`src/rtl/sr_latch_driver.sv`:
```
// Drives non-overlapping S/R pulses into an external SR latch and confirms each
// command through the synchronized Q feedback, reporting done or err.
module sr_latch_driver #(
  parameter int PULSE_W = 4,
  parameter int DEAD_W  = 2,
  parameter int TIMEOUT = 8,
  parameter int CW      = 8
) (
  input  logic clk,
  input  logic rst_n,
  input  logic cmd_valid,
  input  logic cmd_set,
  output logic cmd_ready,
  output logic S,
  output logic R,
  input  logic q_fb,
  output logic done,
  output logic err,
  output logic busy
);

  // q_sync cannot reflect a pulse until the third cycle after the handshake, so a
  // very short pulse gets a feedback window stretched to at least reach that cycle.
  localparam int MIN_WAIT = 3 - PULSE_W;
  localparam int WAIT_LEN = (TIMEOUT > MIN_WAIT) ? TIMEOUT : MIN_WAIT;

  localparam logic [CW-1:0] PULSE_LAST = CW'(PULSE_W - 1);
  localparam logic [CW-1:0] WAIT_LAST  = CW'(WAIT_LEN - 1);
  localparam logic [CW-1:0] DEAD_LAST  = CW'(DEAD_W - 1);

  typedef enum logic [1:0] {IDLE, PULSE, WAIT_FB, DEAD} state_t;

  state_t        state;
  logic [CW-1:0] cnt;
  logic          target;
  logic          q_meta;
  logic          q_sync;

  assign cmd_ready = (state == IDLE);
  assign busy      = !cmd_ready;

  always_ff @(posedge clk or negedge rst_n) begin
    if (!rst_n) begin
      q_meta <= 1'b0;
      q_sync <= 1'b0;
    end else begin
      q_meta <= q_fb;
      q_sync <= q_meta;
    end
  end

  // S and R are only ever loaded from cmd_set and its complement, so they can never both be high.
  always_ff @(posedge clk or negedge rst_n) begin
    if (!rst_n) begin
      state  <= IDLE;
      cnt    <= '0;
      target <= 1'b0;
      S      <= 1'b0;
      R      <= 1'b0;
      done   <= 1'b0;
      err    <= 1'b0;
    end else begin
      done <= 1'b0;
      err  <= 1'b0;
      case (state)
        IDLE: begin
          if (cmd_valid) begin
            target <= cmd_set;
            cnt    <= '0;
            S      <= cmd_set;
            R      <= !cmd_set;
            state  <= PULSE;
          end
        end
        PULSE: begin
          if (cnt == PULSE_LAST) begin
            S     <= 1'b0;
            R     <= 1'b0;
            cnt   <= '0;
            state <= WAIT_FB;
          end else begin
            cnt <= cnt + CW'(1);
          end
        end
        WAIT_FB: begin
          // A match on the last allowed cycle wins over the timeout.
          if (q_sync == target) begin
            done  <= 1'b1;
            cnt   <= '0;
            state <= DEAD;
          end else if (cnt == WAIT_LAST) begin
            err   <= 1'b1;
            cnt   <= '0;
            state <= DEAD;
          end else begin
            cnt <= cnt + CW'(1);
          end
        end
        DEAD: begin
          if (cnt == DEAD_LAST) begin
            cnt   <= '0;
            state <= IDLE;
          end else begin
            cnt <= cnt + CW'(1);
          end
        end
        default: begin
          S     <= 1'b0;
          R     <= 1'b0;
          cnt   <= '0;
          state <= IDLE;
        end
      endcase
    end
  end

endmodule

```
`config.mk`:
```
export PLATFORM = sky130hd
export DESIGN_NAME = sr_latch_driver
export DESIGN_NICKNAME = d
export VERILOG_FILES = /design/src/rtl/sr_latch_driver.sv
export SDC_FILE = /design/constraint.sdc
export NUM_CORES = 1
export LEC_CHECK = 0
export CAP_MARGIN = 20
export CORE_MARGIN = 10
export CORE_UTILIZATION = 52
export CTS_CLUSTER_DIAMETER = 30
export DETAILED_ROUTE_END_ITERATION = 8
export HOLD_SLACK_MARGIN = 0.03
export MAX_ROUTING_LAYER = met4
export PLACE_DENSITY_LB_ADDON = 0.1
export SLEW_MARGIN = 10
export SYNTH_ARGS = -nofsm -noshare
export SYNTH_HDL_FRONTEND = slang
export SYNTH_SLANG_ARGS = --single-unit
```
`constraint.sdc`:
```
create_clock -name clk -period 2.8 [get_ports clk]
set_clock_uncertainty 0.2 [all_clocks]
set_input_delay 0.56 -clock clk [delete_from_list [all_inputs] [get_ports clk]]
set_output_delay 0.56 -clock clk [all_outputs]
set_load 0.05 [all_outputs]
```
==> flow_summary.toml <==
[run_status]
outcome = "complete, no violations"

[clock_network]
cts_tree = "yes"
cts_root_buf = "clkbuf_4"
clk_path_buf_depth = 2
postCtsHoldBufs = 0
cts_buffers = 3
cts_max_level = 1
numClockSinks = 17
clkTransAtPathRegs_ns = 0.09
clkLatencyLatePin_ns = 0.29
ctsResizeCount = 0
cts_setup_buffers = 0

[pwr]
power_w = 0.000390
vdd_drop_max_uv = 263
p_per_area_nw_per_um2 = 352
leakagePower_nw = 0.519

[sta]
max_freq_ghz = 0.442
relSlewSlack_pct = 50.6
holdWs_ns = 0.154
hold_viol_final = 0
setup_tns_ns = 0
rsz0062_at_grt = "no"
post-route-period-util_pct = 80.7
fin_crit_ns = 2.26
setup_viol = 0
drv_slew = 0
tightestPinTransition_ns = 0.739

[yosys]
syn_nets = 115
async_flop_share_pct = 100
synth.most_common_cell = "dfrtp_1"
synth_area_leader_cell = "dfrtp_1"
synthTopCellsByCount = "dfrtp_1, nand2_1, nor2_1"
yosysSeqAreaShare_pct = 44.3
synth_top_area_share_pct = 44.3
avgSynthCellArea_um2 = 9.23
synth.distinct_cells = 33
syn-instance-count = 104
synth_area_um2 = 960
yosys_register_bits = 17
synth_edf_count = 0
synthFlopType = "dfrtp_1"
yosysWarnings = 0
synthTopCellsByArea = "dfrtp_1, ha_1, nand2_1"

[place]
hpwl_mm = 1.49
placed_cells_incl_taps = 137
place_area_um2 = 1080
globalplace.congestion = 0.849
numPortBuffers = 10

[global_routing]
grt_overflow_total = 0
grt_pass1_wl_mm = 3.50
grt_pass1_vias = 804
grtUsageTotal_pct = 11.2
antenna_found_initial = 0
grt_max_degree = 18

[setup_path]
cp.arrival_ns = 1.50
crit_path_cell_trace = "clkdlybuf4s50_1"
cp_num_cells = 1
cp_max_fo = 3
critPathKind = "reg -> out"
crit_start = "S$_DFFE_PN0P_"
path_buf_inv = 1
crit_slowest_cell = "clkdlybuf4s50_1"
required_ns = 2.04
max_stage_delay_ns = 0.82
r2r_cells = 5
r2r_start = "cnt[5]$_DFFE_PN0N_"
cp-end-kind = "primary output"
cp_top_family = "buffers and inverters"
critPathLaunchType = "flop"

[finish]
layout.cells.non_filler = 141
area_growth_pct = 15.4
fin_area_um2 = 1110
antenna_cells = 0
nets = 128
drive_above_1_share_pct = 9.48

[min_path]
hp-start = "q_meta$_DFF_PN0_"
hold_class = "reg -> reg"
hold_depth = 0

[floorplanning]
die-width_um = 63.0
die_h_um = 63.0
die_area_um2 = 3960
core_um2 = 1750
row_count = 15
floorplan.initialDensity_pct = 55.0
ios = 11

[route]
drc = 0
drt-total-wl_mm = 2.07
detail-route-antenna-nets = 0
drtPass1Iterations = 4
wl_per_cell_um = 14.6
via_count = 781
dr.first_iter.drc_count = 33
post_drt_via_cell_ratio = 5.54

[flow_run]
drv_cap = 0
worst paths after layout:
check | end | slack (ns)
min | q_sync$_DFF_PN0_ | 0.15
min in group asynchronous | cnt[4]$_DFFE_PN0N_ | 0.50
min reg2reg | q_sync$_DFF_PN0_ | 0.15
max in group asynchronous | err$_DFF_PN0_ | 1.44
max | S | 0.54
max reg2reg | cnt[7]$_DFFE_PN0N_ | 0.58
logic make-up after synthesis:
| logic type | synth area share [%] |
|---|---|
| multiplexers | 5.74 |
| AO/OA/AOI/OAI | 15.0 |
| buffers and inverters | 3.65 |
| AND/OR/NAND/NOR | 22.6 |
| XOR/XNOR | 0.913 |
| flip-flops | 44.3 |
| adder cells (fa/ha/maj) | 7.82 |
layout make-up:
type / instances / area, µm²
clock buffer: 4 / 26.3
fill: 151 / 638
inverter: 6 / 22.5
multi-input combinational: 78 / 499
sequential: 17 / 425
tap: 25 / 31.3
timing repair buffer: 11 / 103
flip-flops by register name, indices dropped and copies added (netlist names):
register  cells
R             1
S             1
cnt           8
done          1
err           1
q_meta        1
q_sync        1
state         2
target        1
through the flow:
| stage | worst slack (ns) | utilization (%) |
|---|---|---|
| 6_report | 0.540 | 63.4 |
| 5_1_grt | 0.477 | 63.4 |
| 3_5_place_dp | 0.592 | 61.9 |
| 2_1_floorplan | 0.240 | - |
| 3_3_place_gp | 0.645 | 61.9 |
| 4_1_cts | 0.524 | 63.4 |
report_power, final:
part	total, W	internal, W	switching (W)	leakage [nW]
Sequential	0.000247	0.000247	0.000000425	0.204
Clock	0.000131	0.0000555	0.0000755	0.0150
Combinational	0.0000119	0.00000518	0.00000668	0.300
Total	0.000390	0.000307	0.0000826	0.519
layout by cell type, fill, tap and decap left out, drive strengths merged:
cell           instances
clkdlybuf4s50          8
or4b                   1
nor3                   5
and3                   2
a22o                   1
mux2                   1
nand2b                 2
nand2                 13
o311a                  1
nand3                  3
o21ai                  9
or4                    2
dfrtp                 17
clkbuf                 4
mux2i                  4
nor2                  13
inv                    6
a21o                   1
o31ai                  1
or3                    1
nor4b                  1
buf                    3
o211ai                 1
xor2                   1
o41ai                  2
ha                     6
a21oi                  4
and2                   1
o2111ai                1
o21bai                 1
per-layer routing:
layer | GRT usage [%] | share of wire, % | vias up
met1 | 13.0 | 47 | 355
met4 | 7.82 | 3.3 | 0
met5 | - | 0 | -
met3 | 3.23 | 7.6 | 7
li1 | - | - | 391
met2 | 16.1 | 42 | 28
Note: power is estimated with default switching activity, not from simulation.
